<file path="src/rtl/reg_scan_reader.sv">
// Debug-side register-file scanner: walks first..last (with wrap) through one
// read port and streams each word with its address over valid/ready.
module reg_scan_reader #(
    parameter int unsigned WORD_WIDTH    = 32,
    parameter int unsigned ADDRESS_WIDTH = 5
) (
    input  logic                     clk,
    input  logic                     rst_n,
    input  logic                     start,
    input  logic                     abort,
    input  logic [ADDRESS_WIDTH-1:0] first_addr,
    input  logic [ADDRESS_WIDTH-1:0] last_addr,
    output logic [ADDRESS_WIDTH-1:0] RA,
    input  logic [WORD_WIDTH-1:0]    RD,
    output logic                     out_valid,
    input  logic                     out_ready,
    output logic [WORD_WIDTH-1:0]    out_data,
    output logic [ADDRESS_WIDTH-1:0] out_addr,
    output logic                     busy,
    output logic                     done
);

    typedef enum logic [1:0] {
        IDLE  = 2'd0,
        FETCH = 2'd1,
        SEND  = 2'd2
    } state_t;

    state_t                   state;
    state_t                   state_nxt;
    logic [ADDRESS_WIDTH-1:0] cur;
    logic [ADDRESS_WIDTH-1:0] cur_nxt;
    logic [ADDRESS_WIDTH-1:0] last;
    logic [ADDRESS_WIDTH-1:0] last_nxt;
    logic [ADDRESS_WIDTH-1:0] out_addr_nxt;
    logic [WORD_WIDTH-1:0]    out_data_nxt;
    logic                     out_valid_nxt;
    logic                     busy_nxt;
    logic                     done_nxt;
    logic                     handshake;
    logic                     at_last;

    assign handshake = out_valid & out_ready;
    assign at_last   = (cur == last);
    assign RA        = cur;

    // State register
    always_ff @(posedge clk or negedge rst_n) begin
        if (!rst_n) begin
            state <= IDLE;
        end else begin
            state <= state_nxt;
        end
    end

    // Next-state logic; abort outranks the handshake
    always_comb begin
        state_nxt = state;
        case (state)
            IDLE:    if (start) state_nxt = FETCH;
            FETCH:   state_nxt = abort ? IDLE : SEND;
            SEND: begin
                if (abort) begin
                    state_nxt = IDLE;
                end else if (handshake) begin
                    state_nxt = at_last ? IDLE : FETCH;
                end
            end
            default: state_nxt = IDLE;
        endcase
    end

    // Output / datapath next values
    always_comb begin
        cur_nxt       = cur;
        last_nxt      = last;
        out_data_nxt  = out_data;
        out_addr_nxt  = out_addr;
        out_valid_nxt = (state_nxt == SEND);
        busy_nxt      = (state_nxt != IDLE);
        done_nxt      = 1'b0;
        case (state)
            IDLE: begin
                if (start) begin
                    cur_nxt  = first_addr;
                    last_nxt = last_addr;
                end
            end
            FETCH: begin
                if (!abort) begin
                    out_data_nxt = RD;
                    out_addr_nxt = cur;
                end
            end
            SEND: begin
                if (!abort && handshake) begin
                    if (at_last) begin
                        done_nxt = 1'b1;
                    end else begin
                        cur_nxt = cur + ADDRESS_WIDTH'(1);
                    end
                end
            end
            default: ;
        endcase
    end

    // Registered outputs and datapath
    always_ff @(posedge clk or negedge rst_n) begin
        if (!rst_n) begin
            cur       <= '0;
            last      <= '0;
            out_data  <= '0;
            out_addr  <= '0;
            out_valid <= 1'b0;
            busy      <= 1'b0;
            done      <= 1'b0;
        end else begin
            cur       <= cur_nxt;
            last      <= last_nxt;
            out_data  <= out_data_nxt;
            out_addr  <= out_addr_nxt;
            out_valid <= out_valid_nxt;
            busy      <= busy_nxt;
            done      <= done_nxt;
        end
    end

endmodule
</file>
<file path="config.mk">
export PLATFORM = sky130hd
export DESIGN_NAME = reg_scan_reader
export DESIGN_NICKNAME = d
export VERILOG_FILES = /design/src/rtl/reg_scan_reader.sv
export SDC_FILE = /design/constraint.sdc
export NUM_CORES = 1
export LEC_CHECK = 0
export CORE_MARGIN = 4
export CORE_UTILIZATION = 42
export CTS_CLUSTER_DIAMETER = 80
export DETAILED_ROUTE_END_ITERATION = 16
export PLACE_DENSITY = 0.87
export SETUP_SLACK_MARGIN = 0.02
export SLEW_MARGIN = 20
export SYNTH_ARGS = -nofsm -noshare
export SYNTH_HDL_FRONTEND = slang
export SYNTH_SLANG_ARGS = --single-unit
</file>
<file path="constraint.sdc">
create_clock -name clk -period 2.1 [get_ports clk]
set_clock_uncertainty 0.05 [all_clocks]
set_input_delay 0.315 -clock clk [delete_from_list [all_inputs] [get_ports clk]]
set_output_delay 0.315 -clock clk [all_outputs]
set_load 0.01 [all_outputs]
</file>
==> impl_metrics.tcl, run 1 <==
set metrics [dict create \
    outcome "complete, no violations" \
    tritoncts "done" \
    synth.area.top_cells "dfrtp_1 60%, mux2_2 19%, nand2_1 3.3%, mux2_1 1.6%, nand2b_1 1.4%" \
    initial_utilization_pct 44.6 \
    wire_per_inst_um 15.2 \
    drv_cap 0 \
    max_stage_delay_ns 0.56 \
    max_freq_mhz 540 \
    boundaryPins 92 \
    end_kind "register" \
    final_common_cell "clkdlybuf4s50_1" \
    power.leakage_uw 0.00138 \
    cp_slowest_cell "or4_4" \
    post-route-period-util_pct 88.1 \
    rsz0062_at_grt "no" \
    synth_top_family_by_area "multiplexers" \
    synth_xor_area_share_pct 2.03 \
    worst_pin_slew_ns 0.490 \
    final_cell_mix "90 x clkdlybuf4s50_1, 52 x dfrtp_1, 36 x mux2_2, 19 x nand2_1" \
    clock-sinks 52 \
    gp_congestion 0.819 \
    core_region_area_um2 4850 \
    avgSynthCellArea_um2 13.8 \
    antenna_cells 0 \
    worstPathRequired_ns 2.22 \
    synth_edf_count 0 \
    hold_violations 0 \
    setup.worst_path.class "register to register" \
    layout.cells.non_filler 325 \
    startpoint "state[0]" \
    synth_top_area_share_pct 60.2 \
    regArea_um2 1300 \
    cts_buffer_depth 2 \
    min_path_type "register to register" \
    drive_gt1_share_pct 22.9 \
    synth_compound_area_share_pct 6.37 \
    min_period_ns 1.85 \
    grt_pass1_vias 1733 \
    ys_types 34 \
    slew_headroom_pct 67.3 \
    drt_iter0_markers 46 \
    r2r-start "state[0]" \
    maxSlewViolCount 0 \
    cp-start-kind "register" \
    drt-pass1-iter-count 4 \
    dieArea_um2 6360 \
    synth-simple-area-share_pct 8.86 \
    hold_slack_ns 0.448 \
    reg2reg_setup_slack_ns 0.25 \
    finalWorstSetupSlack_ns 0.249 \
    pre_cts_ws_ns 0.0225 \
    synth_fa_ha_area_share_pct 0.579 \
    power.density_nw_per_um2 1370 \
    finalSetupViolations 0 \
    critPathMaxFanout 7 \
    multi_input_area_um2 830 \
    grt_pass1_wl_um 8200 \
    grt_max_degree 38 \
    synth_nets 205 \
    areaGrowthSynthToFinish_pct 52.8 \
    yosysSeqAreaShare_pct 60.2 \
    cp.arrival_ns 1.97 \
    dp_hpwl_um 3890 \
    grt_use_total_pct 16.4 \
    route.detailed.drc 0 \
    cts-buffers-inserted 5 \
    detail-route-antenna-nets 0 \
    synthMuxAreaShare_pct 20.3 \
    synthFlopType "dfrtp_1" \
    yosysTopAreaCell "dfrtp_1" \
    clock_latency_ns 0.29 \
    dieHeight_um 79.7 \
    cts_max_level 2 \
    globalRouteOverflowTotal 0 \
    crit_end "RA[4]" \
    synthArstFlopShare_pct 100 \
    via_per_inst 4.92 \
    port_buffers 91 \
    synth_area_um2 2160 \
    synth_cells 157 \
    ys_warn_count 0 \
    ff2ff_path_depth 4 \
    via_count 1598 \
    dp.cells 317 \
    grt_antenna_before_repair 0 \
    reg2reg_to "RA[4]" \
    ys_ff_latch 52 \
    clockRootBuffer "clkbuf_8" \
    peakVddDrop_v 0.000824 \
    die_w_um 79.7 \
    fin_tns_setup_ns 0 \
    crit_chain "nand2b_1, or4_4, a2111oi_2, a211oi_1" \
    num_rows 25 \
    fin_nets 306 \
    totalWireLength_um 4950 \
    fill_cells 374 \
    clkTransAtPathRegs_ns 0.09 \
]
critical path: cells and delay by family, from the launching register on:
| kind | cells | cell delay, ns |
|---|---|---|
| compound gates | 2 | 0.44 |
| simple gates | 2 | 0.82 |
| flops | 1 | 0.42 |
layer usage:
metal / track usage, % / vias to the layer above / routed length, um
met4: 4.12 / 0 / 57
met2: 28.2 / 71 / 2450
met5: 0 / - / 0
li1: - / 758 / -
met1: 19.9 / 762 / 1960
met3: 5.19 / 7 / 482
power breakdown:
part           leakage [uW]  internal [uW]  total (uW)  switching (uW)
combinational      0.000711           1340        2210             873
clock             0.0000400            226         535             309
sequential         0.000624           1480        1790             308
synthesized netlist by cell type (2+ instances only):
cell,number
a211oi_1,2
a21oi_1,4
and3_1,2
buf_2,4
dfrtp_1,52
inv_1,2
mux2_1,3
mux2_2,36
nand2_1,19
nand2b_1,5
nor2_1,2
xnor2_1,3
xor2_1,2
flip-flops by register name, indices dropped and copies added (netlist names):
signal	flops
out_data	32
RA	5
last	5
out_addr	5
state	2
busy	1
done	1
out_valid	1
through the flow:
stage	area (um^2)	total power, uW	util [%]
4_1_cts	3300	4600	68.1
6_report	3300	4530	68.1
2_1_floorplan	2160	2810	-
3_3_place_gp	3210	3970	66.2
3_5_place_dp	3210	4060	66.2
5_1_grt	3300	4860	68.1
worst min path at each step:
stage                start      endpoint  slack (ns)  cells after the start
6_report       out_data[7]   out_data[7]        0.45                      1
5_1_grt        out_data[7]   out_data[7]        0.47                      1
4_1_cts        out_data[7]   out_data[7]        0.45                      1
3_5_place_dp         rst_n   out_data[6]        0.26                      1
3_3_place_gp         rst_n  out_data[10]        0.26                      1
2_1_floorplan        rst_n         RA[0]       -0.03                      0
cell type report:
cell class	count	area share, %
clock buffers	5	2.08
clock inverters	2	0.379
inverters	3	0.341
multi-input cells	97	25.1
flip-flops and latches	52	39.4
well taps	67	2.54
repair buffers	99	30.1
kinds of logic after synthesis:
| logic type | count (synthesis) |
|---|---|
| muxes | 39 |
| and+or+nand+nor | 36 |
| AOI/OAI and AO/OA | 16 |
| xor gates and xnor gates | 5 |
| DFF | 52 |
| buffers and inverters | 8 |
| adders and majority gates | 1 |
timing repair:
action                                 4_1_cts  5_1_grt
endpoints found under the hold margin       21        0
setup buffers                                0        0
hold buffers                                 1        0
resized for setup                            0        0
(Power assumes the default switching activity.)
==> run 2: changes to the inputs <==
--- a/config.mk
+++ b/config.mk
@@ -5,12 +5,13 @@
 export SDC_FILE = /design/constraint.sdc
 export NUM_CORES = 1
 export LEC_CHECK = 0
+export CAP_MARGIN = 20
 export CORE_MARGIN = 4
 export CORE_UTILIZATION = 42
 export CTS_CLUSTER_DIAMETER = 80
 export DETAILED_ROUTE_END_ITERATION = 16
+export GPL_TIMING_DRIVEN = 0
 export PLACE_DENSITY = 0.87
-export SETUP_SLACK_MARGIN = 0.02
 export SLEW_MARGIN = 20
 export SYNTH_ARGS = -nofsm -noshare
 export SYNTH_HDL_FRONTEND = slang
==> impl_metrics.tcl, run 2 (synthesized netlist as in run 1, its figures left out) <==
set metrics [dict create \
    via_per_inst 5.00 \
    clockRootBuffer "clkbuf_8" \
    cts-buffers-inserted 5 \
    cts_buffer_depth 2 \
    gp_congestion 0.839 \
    pwr-share-comb_pct 47.4 \
    setup.worst_path.class "register to register" \
    peakVddDrop_v 0.000626 \
    final_common_cell "clkdlybuf4s50_1" \
    slew_headroom_pct 57.1 \
    power.leakage_uw 0.00136 \
    cts_max_level 2 \
    max_freq_mhz 525 \
    cp-start-kind "register" \
    outcome "finished, violations left" \
    wire_per_inst_um 15.2 \
    largest_reg_flops 32 \
    die_w_um 79.7 \
    antenna_cells 0 \
    grt_antenna_before_repair 0 \
    drive_gt1_share_pct 22.0 \
    finalSetupViolations 0 \
    power.density_nw_per_um2 1390 \
    core_region_area_um2 4850 \
    dieHeight_um 79.7 \
    min_path_type "input pin to async pin" \
    drt_iter0_markers 38 \
    clock_power_share_pct 12.7 \
    cts_setup_buffers 0 \
    min_period_ns 1.90 \
    power_switching_uw 1470 \
    violations "hold timing" \
    route.detailed.drc 0 \
    grt_pass1_vias 1673 \
    clock-sinks 52 \
    detail-route-antenna-nets 0 \
    maxSlewViolCount 0 \
    drt-pass1-iter-count 4 \
    via_count 1609 \
    final_cell_mix "90 x clkdlybuf4s50_1, 52 x dfrtp_1, 36 x mux2_2, 19 x nand2_1, 6 x clkbuf_8" \
    grt_use_total_pct 16.1 \
    areaGrowthSynthToFinish_pct 50.1 \
    drv_cap 0 \
    hold_slack_ns -0.0167 \
    p_seq_share_pct 39.9 \
    end_kind "register" \
    fin_nets 303 \
    post-route-util_pct 66.9 \
    r2r-start "state[1]" \
    rsz0062_at_grt "no" \
    initial_utilization_pct 44.6 \
    boundaryPins 92 \
    grt_pass1_wl_um 7970 \
    hold_violations 23 \
    num_rows 25 \
    port_buffers 91 \
    hold_buffers 0 \
    critPathMaxFanout 10 \
    grt_max_degree 53 \
    switching_share_pct 32.6 \
    worstPathRequired_ns 2.24 \
    totalWireLength_um 4900 \
    post-route-period-util_pct 90.6 \
    cp.arrival_ns 2.04 \
    worst_pin_slew_ns 0.644 \
    p_int_uw 3040 \
    regMostFlops "out_data" \
    dp_hpwl_um 3710 \
    globalRouteOverflowTotal 0 \
    clkTransAtPathRegs_ns 0.09 \
    clock_latency_ns 0.30 \
    design_power_total_uw 4510 \
    startpoint "state[1]" \
    tritoncts "done" \
    dieArea_um2 6360 \
    cts-resized-gates 0 \
]
[run 2: cell count changes in the layout (fill, tap and decap cells not counted), sizes merged]
cell / change
buf: -2
clkbuf: +1
clkinvlp: -1
dlygate4sd3: -1
[run 2: critical path, cell delays in order, from the launching register on]
cell and delay [ns]:
dfrtp_1 0.43, nand2b_1 0.20, nor2_2 0.39, buf_2 0.34
mux2_2 0.37
[run 2: power by group through the flow]
stage / clock network, uW / logic, uW / registers (uW)
floorplan: 0 / 822 / 1990
global placement: 0 / 2120 / 1790
detailed placement: 0 / 2170 / 1830
CTS: 601 / 2180 / 1810
global route: 643 / 2320 / 1880
finish: 574 / 2140 / 1800
[run 2: final timing paths]
kind,endpoint,slack [ns],cells past startpoint
worst max-delay path,out_data[13],0.20,4
worst min-delay path,out_data[3],-0.02,1
worst max register to register,out_data[13],0.20,4
worst min register to register,out_data[7],0.45,1
max in group asynchronous,state[0],1.59,1
min in group clk,out_data[7],0.45,1
[run 2: final cells by class]
cell class | count | area (um^2)
fillers | 377 | 1600
flip-flops and latches | 52 | 1300
repair buffers | 91 | 908
multi-input cells | 97 | 825
well taps | 67 | 83.8
clock buffers | 6 | 82.6
plain buffers | 5 | 23.8
inverters | 3 | 11.3
clock inverters | 1 | 8.76
[run 2: through the flow]
step	setup WS (ns)	cell area [um^2]	hold slack [ns]	std cells	setup TNS (ns)
2_1_floorplan	0.381	2160	-0.0306	157	0
6_report	0.197	3240	-0.0167	322	0
3_3_place_gp	-0.870	3160	0.420	315	-49.13
5_1_grt	0.0664	3240	0.0365	322	0
4_1_cts	0.149	3240	0.00455	322	0
3_5_place_dp	-0.158	3150	0.338	315	-4.37
[run 2: layer usage]
metal  global-route usage (%)  part of all wire (%)
met5                        0                     0
met4                     3.61                  0.53
met3                     5.53                   8.9
met2                     27.0                    49
met1                     20.0                    41
==> run 3: changes to the inputs <==
--- a/config.mk
+++ b/config.mk
@@ -5,13 +5,13 @@
 export SDC_FILE = /design/constraint.sdc
 export NUM_CORES = 1
 export LEC_CHECK = 0
-export CAP_MARGIN = 20
+export ABC_AREA = 1
 export CORE_MARGIN = 4
-export CORE_UTILIZATION = 42
+export CORE_UTILIZATION = 43
 export CTS_CLUSTER_DIAMETER = 80
 export DETAILED_ROUTE_END_ITERATION = 16
 export GPL_TIMING_DRIVEN = 0
-export PLACE_DENSITY = 0.87
+export PLACE_DENSITY = 0.88
 export SLEW_MARGIN = 20
 export SYNTH_ARGS = -nofsm -noshare
 export SYNTH_HDL_FRONTEND = slang
==> impl_metrics.tcl, run 3 <==
set metrics [dict create \
    outcome "finished, violations left" \
    violations "hold timing" \
    fin_area_um2 3410 \
    synth_area_um2 2300 \
    hold_buffers 0 \
    cts_buffer_depth 2 \
    cp_top_family "buffers and inverters" \
    critPathMaxFanout 9 \
    clkTransAtPathRegs_ns 0.09 \
    synthArstFlopShare_pct 100 \
    die_w_um 81.2 \
    via_count 1747 \
    worstPathRequired_ns 1.74 \
    antenna_cells 0 \
    synthTopCellsByCount "52 x dfrtp_1, 35 x nand2_1, 29 x mux2_4, 16 x nand3_1, 11 x inv_1" \
    cts_max_level 2 \
    synth_cells 186 \
    ys_ff_latch 52 \
    via_per_inst 4.92 \
    cts_setup_buffers 0 \
    max_stage_delay_ns 0.62 \
    grt_pass1_vias 1792 \
    max_freq_mhz 554 \
    cp_slowest_cell "clkdlybuf4s50_1" \
    globalRouteOverflowTotal 0 \
    synth.most_common_cell "dfrtp_1" \
    r2r-start "RA[3]" \
    slew_headroom_pct 56.9 \
    clock_latency_ns 0.30 \
    min_path_type "input pin to async pin" \
    final_cell_mix "90 x clkdlybuf4s50_1, 52 x dfrtp_1, 35 x nand2_1, 29 x mux2_4, 16 x nand3_1" \
    detail-route-antenna-nets 0 \
    yosysTopAreaCell "dfrtp_1" \
    drive_gt1_share_pct 18.9 \
    reg2reg_setup_slack_ns 0.65 \
    ys_types 21 \
    end_kind "output port" \
    dp_hpwl_um 4480 \
    yosysSeqAreaShare_pct 56.5 \
    drt_iter0_markers 105 \
    synth_top_area_share_pct 56.5 \
    totalWireLength_um 5850 \
    maxSlewViolCount 0 \
    multi_input_area_um2 906 \
    tritoncts "done" \
    hold_violations 47 \
    synth_edf_count 0 \
    cts-resized-gates 0 \
    areaGrowthSynthToFinish_pct 47.9 \
    peakVddDrop_v 0.000554 \
    port_buffers 91 \
    cp-start-kind "register" \
    worst_pin_slew_ns 0.647 \
    gp_congestion 0.771 \
    cts-buffers-inserted 5 \
    cp.arrival_ns 1.44 \
    grt_use_total_pct 18.7 \
    final_common_cell "clkdlybuf4s50_1" \
    critPathBufInv 1 \
    finalSetupViolations 0 \
    grt_max_degree 53 \
    setup.worst_path.class "register to output port" \
    initial_utilization_pct 44.8 \
    power.density_nw_per_um2 1240 \
    num_rows 26 \
    route.detailed.drc 0 \
    crit_chain "clkdlybuf4s50_1" \
    wire_per_inst_um 16.5 \
    dieHeight_um 81.2 \
    ff2ff_path_depth 7 \
    min_period_ns 1.80 \
    largest_reg_flops 32 \
    grt_pass1_wl_um 9320 \
    boundaryPins 92 \
    fin_tns_setup_ns 0 \
    regArea_um2 1300 \
    synth.area.top_cells "dfrtp_1 57%, mux2_4 19%, nand2_1 5.7%, nand3_1 3.5%, mux2_2 2.9%" \
    avgSynthCellArea_um2 12.4 \
    dieArea_um2 6590 \
    post-route-period-util_pct 86.0 \
    drv_cap 0 \
    rsz0062_at_grt "no" \
    core_region_area_um2 5140 \
    regMostFlops "out_data" \
    reg2reg_to "RA[2]" \
    synthFlopType "dfrtp_1" \
    power.leakage_uw 0.00161 \
    clockRootBuffer "clkbuf_8" \
    clock-sinks 52 \
    synth_nets 234 \
    fill_cells 416 \
    place_area_um2 3300 \
    drt-pass1-iter-count 4 \
    grt_antenna_before_repair 0 \
    hold_slack_ns -0.0199 \
    ys_warn_count 0 \
    fin_nets 332 \
]
==> run 3: cell count changes in the layout (fill, tap and decap cells not counted), moves of 4 or more <==
| cell | before | now |
|---|---|---|
| inv_1 | 2 | 11 |
| mux2_2 | 36 | 6 |
| mux2_4 | 0 | 29 |
| nand2_1 | 19 | 35 |
| nand2b_1 | 5 | 0 |
| nand3_1 | 1 | 16 |
| nand4_1 | 0 | 4 |
| nor2_1 | 2 | 9 |
| o21ai_0 | 1 | 6 |
==> run 3: power by group <==
part           switching [uW]  internal (uW)  total, uW
clock                     327            354        681
combinational             701           1160       1860
sequential                272           1390       1660
total                    1300           2910       4210
==> run 3: worst max-delay path by stage <==
stage / slack [ns] / cells past startpoint / to / start
after floorplan: 0.83 / 4 / out_data[10] / state[1]
after global placement: -0.82 / 1 / RA[4] / rst_n
after detailed placement: 0.28 / 5 / busy / abort
after CTS: 0.28 / 1 / RA[0] / RA[0]
after global routing: 0.19 / 1 / RA[0] / RA[0]
final: 0.30 / 1 / RA[0] / RA[0]
==> run 3: cell families (layout without fill, tap and decap cells) <==
logic type               Yosys count  in the layout  synth area share [%]
adder cells (fa/ha/maj)            1              1                 0.543
buffers and inverters             18            117                  4.13
AO/OA/AOI/OAI                      9              9                  1.96
AND/OR/NAND/NOR                   69             69                  14.2
flip-flops                        52             52                  56.5
multiplexers                      35             35                  21.8
XOR/XNOR                           2              2                 0.761
==> run 3: final cells by class <==
class | count | area share (%)
well taps | 70 | 2.57
repair buffers | 91 | 26.7
multi-input cells | 116 | 26.6
clock inverters | 2 | 1.03
plain buffers | 6 | 1.47
flip-flops and latches | 52 | 38.2
inverters | 12 | 1.32
clock buffers | 6 | 2.13
==> run 3: per-stage QoR <==
stage                     util [%]  hold WS (ns)  total power, uW  instances  worst slack, ns
final                         66.3       -0.0199             4210        355            0.295
after global routing          66.3        0.0240             4460        355            0.191
after CTS                     66.3       0.00527             4240        355            0.277
after detailed placement      64.2         0.337             3560        347            0.276
after global placement        64.2         0.420             3460        347           -0.822
after floorplan                  -       -0.0306             2520        186            0.834
==> run 3: layer usage <==
layer	up-vias	wire [um]	track usage, %
met5	-	0	0
met4	0	49	4.05
met3	4	599	6.10
met2	77	2770	31.4
met1	852	2430	23.7
li1	814	-	-
